`config.mk`:
```
export PLATFORM = sky130hd
export DESIGN_NAME = lfsr_rng
export DESIGN_NICKNAME = d
export VERILOG_FILES = /design/src/rtl/game_pkg.sv /design/src/rtl/lfsr_core.sv /design/src/rtl/lfsr_rng.sv
export SDC_FILE = /design/constraint.sdc
export NUM_CORES = 1
export LEC_CHECK = 0
export CAP_MARGIN = 40
export CELL_PAD_IN_SITES_DETAIL_PLACEMENT = 0
export CELL_PAD_IN_SITES_GLOBAL_PLACEMENT = 2
export CORE_MARGIN = 1
export CORE_UTILIZATION = 37
export CTS_CLUSTER_SIZE = 8
export DETAILED_ROUTE_END_ITERATION = 7
export PLACE_DENSITY_LB_ADDON = 0.1
export SYNTH_ARGS = -nofsm -noshare
export SYNTH_HDL_FRONTEND = slang
export SYNTH_SLANG_ARGS = --single-unit
export TNS_END_PERCENT = 5
```
`constraint.sdc`:
```
create_clock -name clk -period 5 [get_ports clk]
set_clock_uncertainty 0.05 [all_clocks]
set_input_delay 1 -clock clk [delete_from_list [all_inputs] [get_ports clk]]
set_output_delay 1 -clock clk [all_outputs]
set_load 0.005 [all_outputs]
```
`src/rtl/game_pkg.sv`:
```
// Shared definitions for the game random source: FSM encoding, default LFSR
// constants and a constant-friendly clog2.
package game_pkg;

    localparam logic [1:0] StIdle   = 2'd0;
    localparam logic [1:0] StGather = 2'd1;
    localparam logic [1:0] StValid  = 2'd2;

    localparam logic [31:0] DefaultSeed = 32'h1;

    // Maximal-length feedback masks for a right-shifting Fibonacci LFSR.
    function automatic logic [31:0] default_taps(input int unsigned width);
        case (width)
            4:       return 32'h0000_0003;
            10:      return 32'h0000_0009;
            default: return 32'h0000_002D;
        endcase
    endfunction

    function automatic int unsigned clog2(input int unsigned v);
        int unsigned r;
        r = 0;
        for (int i = 0; i < 32; i++) begin
            if ((64'd1 << i) < 64'(v)) r = i + 1;
        end
        return r;
    endfunction

endpackage

```
`src/rtl/lfsr_core.sv`:
```
// Fibonacci LFSR with seed register, zero-seed protection and a pulse when a
// step returns the state to the most recently loaded seed.
module lfsr_core import game_pkg::*; #(
    parameter int unsigned       WIDTH = 16,
    parameter logic [WIDTH-1:0]  TAPS  = WIDTH'(default_taps(WIDTH)),
    parameter logic [WIDTH-1:0]  SEED  = WIDTH'(DefaultSeed)
) (
    input  logic             clk,
    input  logic             rst_n,
    input  logic             en,
    input  logic             load,
    input  logic [WIDTH-1:0] load_val,
    output logic [WIDTH-1:0] state,
    output logic             wrap
);

    logic [WIDTH-1:0] state_q, seed_q;
    logic [WIDTH-1:0] step_val, load_eff;
    logic             wrap_q;
    logic             fb;

    always_comb begin
        fb       = ^(state_q & TAPS);
        step_val = {fb, state_q[WIDTH-1:1]};
        // Zero would lock the register up, so fall back to the reset seed.
        load_eff = (load_val == '0) ? SEED : load_val;
    end

    always_ff @(posedge clk or negedge rst_n) begin
        if (!rst_n) begin
            state_q <= SEED;
            seed_q  <= SEED;
            wrap_q  <= 1'b0;
        end else if (load) begin
            state_q <= load_eff;
            seed_q  <= load_eff;
            wrap_q  <= 1'b0;
        end else if (en) begin
            state_q <= step_val;
            wrap_q  <= (step_val == seed_q);
        end else begin
            wrap_q  <= 1'b0;
        end
    end

    assign state = state_q;
    assign wrap  = wrap_q;

endmodule

```
`src/rtl/lfsr_rng.sv`:
```
// Game random source: free-running LFSR with a serial bit and a word assembler
// serving OUT_BITS-wide words over a req/valid/ack handshake.
module lfsr_rng import game_pkg::*; #(
    parameter int unsigned       WIDTH    = 16,
    parameter logic [WIDTH-1:0]  TAPS     = WIDTH'(default_taps(WIDTH)),
    parameter logic [WIDTH-1:0]  SEED     = WIDTH'(DefaultSeed),
    parameter int unsigned       OUT_BITS = 8
) (
    input  logic                clk,
    input  logic                rst_n,
    input  logic                en,
    input  logic                seed_load,
    input  logic [WIDTH-1:0]    seed_in,
    input  logic                req,
    input  logic                rnd_ack,
    output logic                bit_out,
    output logic [OUT_BITS-1:0] rnd_data,
    output logic                rnd_valid,
    output logic                period_wrap
);

    localparam int unsigned CntW = clog2(OUT_BITS + 1);

    logic [WIDTH-1:0]    lfsr_state;
    logic [1:0]          fsm_q, fsm_d;
    logic [CntW-1:0]     cnt_q, cnt_d;
    logic [OUT_BITS-1:0] data_q, data_d, data_shift;

    lfsr_core #(
        .WIDTH (WIDTH),
        .TAPS  (TAPS),
        .SEED  (SEED)
    ) u_core (
        .clk      (clk),
        .rst_n    (rst_n),
        .en       (en),
        .load     (seed_load),
        .load_val (seed_in),
        .state    (lfsr_state),
        .wrap     (period_wrap)
    );

    assign bit_out = lfsr_state[WIDTH-1];

    generate
        if (OUT_BITS == 1) begin : g_shift_one
            assign data_shift = bit_out;
        end else begin : g_shift_many
            assign data_shift = {data_q[OUT_BITS-2:0], bit_out};
        end
    endgenerate

    always_comb begin
        fsm_d  = fsm_q;
        cnt_d  = cnt_q;
        data_d = data_q;
        if (seed_load) begin
            // A reseed invalidates any word in flight.
            fsm_d = StIdle;
            cnt_d = '0;
        end else begin
            case (fsm_q)
                StIdle: begin
                    if (req) begin
                        fsm_d = StGather;
                        cnt_d = '0;
                    end
                end
                StGather: begin
                    if (en) begin
                        data_d = data_shift;
                        cnt_d  = cnt_q + CntW'(1);
                        if (cnt_q == CntW'(OUT_BITS - 1)) fsm_d = StValid;
                    end
                end
                StValid: begin
                    if (rnd_ack) fsm_d = StIdle;
                end
                default: fsm_d = StIdle;
            endcase
        end
    end

    always_ff @(posedge clk or negedge rst_n) begin
        if (!rst_n) begin
            fsm_q  <= StIdle;
            cnt_q  <= '0;
            data_q <= '0;
        end else begin
            fsm_q  <= fsm_d;
            cnt_q  <= cnt_d;
            data_q <= data_d;
        end
    end

    assign rnd_data  = data_q;
    assign rnd_valid = (fsm_q == StValid);

endmodule

```
==> reports/qor.txt, run 1 <==
critical path class: input pin to flop
# setup viols final: 0
Critical Path RT: 5.14 ns
Avg Cell Area, Syn: 10.67 um2
RSZ-0062 raised after global routing: false
Fin Setup TNS: 0 ns
Cell Area, Synth: 2177 um2
Vias per Instance: 5.000
core box area: 5574 um2
Final Non-Filler Cells: 310
starting density of the core: 0.3906
Leak: 1.169 nW
DIE AREA: 6194 um2
Clock Tree Root: clkbuf_8
Reg clk slew, reported paths: 0.08 ns
Detail Route Antenna Nets: 0
Num CTS Buffers: 5
Critical-path top delay cell: nor3_2
clk_lat worst skew: 0.30 ns
CP max stage delay: 0.52 ns
IO Pins: 33
Filler Cells Inserted: 531
syn nets: 227
P&R area growth vs syn: 21.95%
outcome: completed
DP Wirelength: 3271 um
#FFs+latches synth: 47
VDD IR max: 0.1422 mV
Final Cell Area: 2655 um2
Yosys cell types: 32
clock buffer depth: 2
Placement Setup Slack: 1.909 ns
cts hold-fix bufs: 0
First-pass DRT Iterations: 4
initial antenna violation count: 0
initial drt markers: 63
grt ovf: 0
wire length per cell: 14.44 um
period utilization: 0.5484
Final Max Slew Viols: 0
pwr dens: 330.9 nW/um2
layout cells sized above 1: 0.09664
slack of the critical path: 2.258 ns
Chip Height: 78.71 um
Final Hold Viols: 0
All-Layer GR Usage: 0.1624
number of global-route vias before repair: 1583
first-pass GRT wire length: 7534 um
pin count of the biggest net entering global routing: 57
H-tree levels: 2
Max Fclk: 0.3647 GHz
Worst Setup Start Kind: input pin
Ys Warns: 0
Critical Path AT: 2.88 ns
post-synthesis cell count: 204
max-cap viol count: 0
n_diodes: 0
slew margin rel.: 0.5682
Final min period: 2.742 ns
placed inst area: 2574 um2
# DRC: 0
TritonCTS clock tree: done
# rows: 27
worst hold path class: flop to flop
Seq/Total Area, Yosys: 0.5414
CP Cell Sequence: clkdlybuf4s50_1, buf_4, nand2_1, nor3_2, mux2_2
CP endpoint kind: flop
Final nets: 260
PortBufs: 32
RePlAce Congestion: 0.7364
CTS sink count: 47
total length of routed wires: 4476 um
number of setup buffers added after CTS: 0
crit path max fanout: 20
die width: 78.71 um
worst slew pin tran: 0.6443 ns
cell count after placement: 302
cts repair resizes: 0
Vias: 1550
-- metal layers --
metal,track usage,vias up,share of wire
met5,0,-,0
met4,0.07963,0,0.018
met3,0.03333,9,0.045
met2,0.2687,46,0.48
met1,0.2016,736,0.45
li1,-,759,-
-- registers in the layout, summed over array words and instances, names as in the netlist --
register       cells
u_core.seed_q     16
cnt_q              4
rnd_data           8
u_core.state      16
fsm_q              2
u_core.wrap        1
-- kinds of logic (layout without fill, tap and decap cells) --
group | count (synthesis) | after routing | share of synthesized area
AOI/OAI and AO/OA | 38 | 38 | 0.09368
xor gates and xnor gates | 19 | 19 | 0.07644
adders and majority gates | 1 | 1 | 0.005746
buffers and inverters | 24 | 58 | 0.04597
DFF | 47 | 47 | 0.5414
muxes | 24 | 24 | 0.1155
and+or+nand+nor | 51 | 51 | 0.1213
-- path summary, 6_finish.rpt --
| kind | from | to | slack [ns] | depth (start not counted) |
|---|---|---|---|---|
| min in group asynchronous | rst_n | fsm_q[0] | 0.57 | 1 |
| max in group asynchronous | rst_n | u_core.seed_q[0] | 3.75 | 2 |
| min reg2reg | u_core.seed_q[0] | u_core.seed_q[0] | 0.45 | 2 |
| max reg2reg | fsm_q[0] | rnd_data[6] | 3.21 | 3 |
| max | en | rnd_data[6] | 2.26 | 5 |
| min | u_core.seed_q[0] | u_core.seed_q[0] | 0.45 | 2 |
-- area by class of cell --
cell class,count,area [um2],share of cell area
well taps,72,90.09,0.03393
clock buffers,7,76.32,0.02875
repair buffers,35,350.3,0.1320
flip-flops and latches,47,1179,0.4439
clock inverters,1,5.005,0.001885
multi-input cells,133,898.4,0.3384
inverters,15,56.30,0.02121
-- synthesized netlist by cell type (all sizes together) --
master | number | area share
a211o | 1 | 0.0040
a211oi | 1 | 0.0034
a21o | 1 | 0.0034
a21oi | 3 | 0.0069
a31oi | 1 | 0.0029
a41oi | 1 | 0.0040
and2b | 1 | 0.0034
buf | 3 | 0.0098
clkbuf | 6 | 0.010
dfrtp | 45 | 0.52
dfstp | 2 | 0.024
ha | 1 | 0.0057
inv | 15 | 0.026
mux2 | 9 | 0.047
mux2i | 15 | 0.069
nand2 | 20 | 0.034
nand2b | 2 | 0.0092
nand3 | 3 | 0.0069
nand4 | 3 | 0.0086
nand4b | 1 | 0.0040
nor2 | 8 | 0.014
nor2b | 2 | 0.0057
nor3 | 2 | 0.0069
nor3b | 1 | 0.0034
nor4 | 7 | 0.020
o21ai | 30 | 0.069
or4b | 1 | 0.0046
xnor2 | 14 | 0.056
xor2 | 5 | 0.020
-- layout by cell type, fill, tap and decap left out, types with 2 or more instances in the layout --
cell type,count
a21oi_1,3
buf_4,2
clkbuf_1,2
clkbuf_8,5
clkdlybuf4s50_1,31
dfrtp_1,45
dfstp_2,2
inv_1,15
mux2_2,9
mux2i_1,15
nand2_1,20
nand3_1,3
nand4_1,3
nor2_1,8
nor2b_1,2
nor4_1,7
o21ai_0,30
xnor2_1,14
xor2_1,5
-- report_power, final --
group	switching (mW)	internal [mW]	leakage (nW)
registers	0.0426	0.430	0.585
logic	0.0722	0.113	0.542
clock network	0.122	0.0983	0.0422
total	0.237	0.641	1.17
-- through the flow --
step / hold slack (ns) / utilization / power [mW]
after floorplan: 0.4219 / - / 0.5666
after global placement: 0.4357 / 0.4581 / 0.6595
after detailed placement: 0.4331 / 0.4617 / 0.6692
after CTS: 0.4475 / 0.4763 / 0.8932
after global routing: 0.4834 / 0.4763 / 0.9371
final: 0.4464 / 0.4763 / 0.8784
-- critical path, delay by kind of cell --
| kind | cells | cell delay [ns] |
|---|---|---|
| buf+inv | 2 | 0.76 |
| mux | 1 | 0.42 |
| simple gates | 2 | 0.70 |
No activity file was read; power rests on OpenSTA's default activity.
==> run 2, diff against run 1 <==
--- a/config.mk
+++ b/config.mk
@@ -9,7 +9,7 @@
 export CELL_PAD_IN_SITES_DETAIL_PLACEMENT = 0
 export CELL_PAD_IN_SITES_GLOBAL_PLACEMENT = 2
 export CORE_MARGIN = 1
-export CORE_UTILIZATION = 37
+export CORE_UTILIZATION = 34
 export CTS_CLUSTER_SIZE = 8
 export DETAILED_ROUTE_END_ITERATION = 7
 export PLACE_DENSITY_LB_ADDON = 0.1
==> constraint.sdc (replaced) <==
create_clock -name clk -period 2.7 [get_ports clk]
set_clock_uncertainty 0.05 [all_clocks]
set_input_delay 0.54 -clock clk [delete_from_list [all_inputs] [get_ports clk]]
set_output_delay 0.54 -clock clk [all_outputs]
set_load 0.005 [all_outputs]
==> reports/qor.txt, run 2 (synthesis gave the netlist of run 1 again) <==
CP Cell Sequence: and2b_1, clkdlybuf4s50_1
# rows: 28 (+3.7%)
Max Fclk: 0.4802 GHz
RSZ-0062 raised after global routing: false
clock buffer depth: 2 (unchanged)
number of setup buffers added after CTS: 0 (unchanged)
CP max stage delay: 0.49 ns (-0.03 ns)
layout cells sized above 1: 0.1083 (+0.01169)
worst r2r src: fsm_q[0]
Placement Setup Slack: 0.5365 ns (-1.373 ns)
PortBufs: 32 (unchanged)
TritonCTS clock tree: done
n_diodes: 0 (unchanged)
max-cap viol count: 0 (unchanged)
cts hold-fix bufs: 0 (unchanged)
critical path class: flop to output port
First-pass DRT Iterations: 4 (unchanged)
Critical Path RT: 2.11 ns (-3.03 ns)
Critical-path top delay cell: dfrtp_1
VDD IR max: 0.2771 mV (+95%)
first-pass GRT wire length: 7838 um (+4.0%)
wire length per cell: 14.80 um (+2.5%)
Filler Cells Inserted: 602 (+13%)
# DRC: 0 (unchanged)
slew margin rel.: 0.6932 (+0.1250)
cts repair resizes: 0 (unchanged)
Final nets: 263 (+1.2%)
Detail Route Antenna Nets: 0 (unchanged)
CP endpoint kind: output port
reg-to-reg slack, setup: 1.02 ns (-2.19 ns)
H-tree levels: 2 (unchanged)
initial drt markers: 66 (+4.8%)
Clock Tree Root: clkbuf_8
pin count of the biggest net entering global routing: 48 (-16%)
Worst Setup Start Kind: flop
Chip Height: 82.02 um (+4.2%)
die width: 82.02 um (+4.2%)
DIE AREA: 6727 um2 (+8.6%)
outcome: completed
RePlAce Congestion: 0.8337 (+13%)
commonest non-fill, non-tap cell in the layout: dfrtp_1
Power Total: 1.716 mW (+95%)
Fin Setup TNS: 0 ns (unchanged)
starting density of the core: 0.3592 (-0.03137)
pwr dens: 635.0 nW/um2 (+92%)
clk_lat worst skew: 0.29 ns (about the same)
Num CTS Buffers: 5 (unchanged)
crit path max fanout: 10 (-50%)
initial antenna violation count: 0 (unchanged)
CTS sink count: 47 (unchanged)
worst slew pin tran: 0.4560 ns (-0.1882 ns)
Critical Path AT: 1.49 ns (-1.39 ns)
All-Layer GR Usage: 0.1579 (-0.004490)
number of global-route vias before repair: 1622 (+2.5%)
DP Wirelength: 3433 um (+4.9%)
commonest cells after routing, fill and taps aside: dfrtp_1 (45), clkdlybuf4s50_1 (31), o21ai_0 (30), nand2_1 (20)
# setup viols final: 0 (unchanged)
core box area: 6061 um2 (+8.7%)
Final Max Slew Viols: 0 (unchanged)
IO Pins: 33 (unchanged)
delay-heaviest family, CP: flip-flops
Final min period: 2.082 ns
Leak: 1.193 nW (+2.1%)
P&R area growth vs syn: 24.14%
grt ovf: 0 (unchanged)
slack of the critical path: 0.6176 ns (-1.640 ns)
period utilization: 0.7713
placed inst area: 2600 um2 (+1.0%)
RR Endpoint: cnt_q[3]
Worst Path Buf+Inv: 1 (-1)
Reg clk slew, reported paths: 0.08 ns (about the same)
total length of routed wires: 4661 um (+4.1%)
Final Cell Area: 2703 um2 (+1.8%)
R2R cell count: 4 (+1)
Vias per Instance: 4.946 (-1.1%)
worst hold path class: input pin to async pin
Vias: 1558 (+0.52%)
Final Hold Viols: 0 (unchanged)
Core Util, Final: 0.4459 (-0.03041)
-- run 2: changes by cell type in the layout (fill, tap and decap cells not counted), sizes merged --
cell    previous run  this run
buf                4         7
bufinv             0         1
clkbuf             7         6
clkinv             1         0
-- run 2: worst max-delay path by stage --
stage               from          end  cells after the start
2_1_floorplan  seed_load  rnd_data[0]                      3
3_3_place_gp          en     cnt_q[3]                      5
3_5_place_dp          en     cnt_q[3]                      5
4_1_cts         fsm_q[0]    rnd_valid                      2
5_1_grt         fsm_q[0]    rnd_valid                      2
6_report        fsm_q[0]    rnd_valid                      2
-- run 2: worst reg2reg max path: cells and delay by family (launching register included) --
family | cells | cell delay, ns
AO/OA/AOI/OAI | 2 | 0.38
flip-flops | 1 | 0.51
AND/OR/NAND/NOR | 2 | 0.66
-- run 2: power breakdown --
| part | total, mW | leakage [nW] | internal (mW) | switching [mW] |
|---|---|---|---|---|
| logic | 0.349 | 0.557 | 0.212 | 0.137 |
| registers | 0.870 | 0.585 | 0.796 | 0.0744 |
| clock network | 0.497 | 0.0513 | 0.272 | 0.226 |
-- run 2: layer usage --
metal / vias to the layer above / track usage / wire, um
li1: 761 / - / -
met1: 761 / 0.1962 / 2134
met2: 32 / 0.2694 / 2341
met3: 4 / 0.03778 / 154
met4: 0 / 0.04737 / 31
met5: - / 0 / 0
-- run 2: layout make-up --
type	instances	area (um2)	area share
flip-flops and latches	47	1179	0.4361
multi-input cells	133	898.4	0.3324
repair buffers	38	372.9	0.1380
well taps	75	93.84	0.03472
clock buffers	6	72.57	0.02685
inverters	15	56.30	0.02083
clock inverters	1	30.03	0.01111
-- run 2: through the flow --
| stage | hold WS, ns | std cells |
|---|---|---|
| global route | 0.1731 | 315 |
| global placement | 0.4397 | 308 |
| CTS | 0.1726 | 315 |
| floorplan | 0.1944 | 204 |
| finish | 0.1626 | 315 |
| detailed placement | 0.4523 | 308 |
==> run 3, diff against run 2 <==
==> constraint.sdc (replaced) <==
create_clock -name clk -period 2.15 [get_ports clk]
set_clock_uncertainty 0.05 [all_clocks]
set_input_delay 0.43 -clock clk [delete_from_list [all_inputs] [get_ports clk]]
set_output_delay 0.43 -clock clk [all_outputs]
set_load 0.005 [all_outputs]
==> reports/qor.txt, run 3 (synthesis gave the netlist of run 1 again) <==
CP max stage delay: 0.49 ns (about the same)
Sw Pwr: 0.5711 mW (+31%)
period utilization: 0.9187
CP endpoint kind: output port
Sw Share: 0.2612 (+0.006833)
TritonCTS clock tree: done
Critical-path top delay cell: clkdlybuf4s50_1
pwr dens: 800.2 nW/um2 (+26%)
met3 wire len: 168 um (+9.1%)
starting density of the core: 0.3592 (unchanged)
cts hold-fix bufs: 0 (unchanged)
Reg clk slew, reported paths: 0.09 ns (about the same)
Final min period: 1.975 ns
max-cap viol count: 0 (unchanged)
P_int: 1.615 mW (+26%)
wl on met1: 2077 um (-2.7%)
CTS sink count: 47 (unchanged)
delay-heaviest family, CP: buffers and inverters
die width: 82.02 um (unchanged)
placed inst area: 2620 um2 (+0.77%)
CP Cell Sequence: and2b_1, clkdlybuf4s50_1
All-Layer GR Usage: 0.1563 (-0.001593)
commonest cells after routing, fill and taps aside: dfrtp_1 (45), clkdlybuf4s50_1 (31), o21ai_0 (30), nand2_1 (20)
n_diodes: 0 (unchanged)
Clock Tree Root: clkbuf_8
Num CTS Buffers: 5 (unchanged)
pin count of the biggest net entering global routing: 27 (-44%)
Worst Setup Start Kind: flop
DIE AREA: 6727 um2 (unchanged)
critical path class: flop to output port
Vias per Instance: 5.000 (+1.1%)
PortBufs: 32 (unchanged)
worst slew pin tran: 0.5329 ns (+0.07688 ns)
crit path max fanout: 10 (unchanged)
Seq pwr share: 0.501 (-0.006)
DR top layer: met4
initial antenna violation count: 0 (unchanged)
clk_lat worst skew: 0.30 ns (about the same)
clock buffer depth: 2 (unchanged)
# rows: 28 (unchanged)
Final Cell Area: 2733 um2 (+1.1%)
Chip Height: 82.02 um (unchanged)
outcome: completed
Fin Setup TNS: 0 ns (unchanged)
initial drt markers: 35 (-47%)
Gate power share: 0.202 (about the same)
Final nets: 264 (+0.38%)
first-pass GRT wire length: 7776 um (-0.79%)
Final Max Slew Viols: 0 (unchanged)
total length of routed wires: 4600 um (-1.3%)
core box area: 6061 um2 (unchanged)
Critical Path RT: 1.67 ns (-0.44 ns)
# setup viols final: 0 (unchanged)
H-tree levels: 2 (unchanged)
commonest non-fill, non-tap cell in the layout: dfrtp_1
Core Util, Final: 0.4509 (+0.004955)
VDD IR max: 0.3514 mV (+27%)
DR WL met2: 2292 um (-2.1%)
# DRC: 0 (unchanged)
Critical Path AT: 1.50 ns (about the same)
Worst Path Buf+Inv: 1 (unchanged)
DP Wirelength: 3389 um (-1.3%)
worst hold path class: input pin to async pin
Vias: 1585 (+1.7%)
First-pass DRT Iterations: 4 (unchanged)
Final Hold Viols: 0 (unchanged)
Clk pwr share: 0.297 (+0.007)
RePlAce Congestion: 0.8076 (-3.1%)
wire length per cell: 14.51 um (-1.9%)
Detail Route Antenna Nets: 0 (unchanged)
IO Pins: 33 (unchanged)
layout cells sized above 1: 0.1198 (+0.01150)
Leak: 1.209 nW (+1.3%)
cts repair resizes: 0 (unchanged)
Max Fclk: 0.5063 GHz
RSZ-0062 raised after global routing: false
number of setup buffers added after CTS: 0 (unchanged)
grt ovf: 0 (unchanged)
P&R area growth vs syn: 25.52%
slew margin rel.: 0.6447 (-0.04845)
number of global-route vias before repair: 1606 (-0.99%)
[run 3: cell types whose count changed in the layout (fill, tap and decap cells not counted)]
cell / previous run / this run
clkinv_2: 0 / 1
clkinv_4: 0 / 1
clkbuf_1: 1 / 0
buf_12: 1 / 2
[run 3: worst reg2reg max path, stage by stage (launching register included)]
cell      delay [ns]
dfrtp_1         0.48
nand2b_4        0.18
a21o_1          0.21
or4b_1          0.50
a31oi_1         0.17
[run 3: power by group through the flow]
stage          Sequential, mW  Combinational, mW  Clock, mW
4_1_cts                  1.10              0.450      0.674
3_5_place_dp             1.12              0.447          0
2_1_floorplan            1.10              0.222          0
6_report                 1.10              0.442      0.648
3_3_place_gp             1.11              0.443          0
5_1_grt                  1.11              0.494      0.707
[run 3: per-stage QoR]
step           setup WS [ns]  power, mW  cells  hold WS, ns
2_1_floorplan         0.5194      1.318    204      0.08441
3_3_place_gp          0.1449      1.552    309       0.3781
3_5_place_dp          0.1074      1.563    309       0.3943
4_1_cts               0.1659      2.222    317      0.06451
5_1_grt               0.1116      2.315    317      0.08441
6_report              0.1748      2.187    317      0.04993
[run 3: cell type report]
cell class	instances	area [um2]
tap	75	93.84
inverter	15	56.30
clock buffer	5	68.82
sequential	47	1179
multi-input combinational	133	898.4
fill	590	3328
timing repair buffer	39	392.9
clock inverter	3	43.79
[run 3: worst paths after layout]
path	startpoint	to	slack (ns)	cells after the start
max reg2reg	fsm_q[0]	cnt_q[3]	0.49	4
max	fsm_q[0]	rnd_valid	0.17	2
min reg2reg	u_core.seed_q[0]	u_core.seed_q[0]	0.45	2
min in group clk	u_core.seed_q[0]	u_core.seed_q[0]	0.45	2
max in group asynchronous	rst_n	u_core.seed_q[0]	1.40	2
min	rst_n	rnd_data[4]	0.05	1
[run 3: layer usage]
metal	global-route usage	vias up
met5	0	-
met4	0.05263	0
met3	0.03000	6
met2	0.2653	38
met1	0.1980	764
li1	-	777
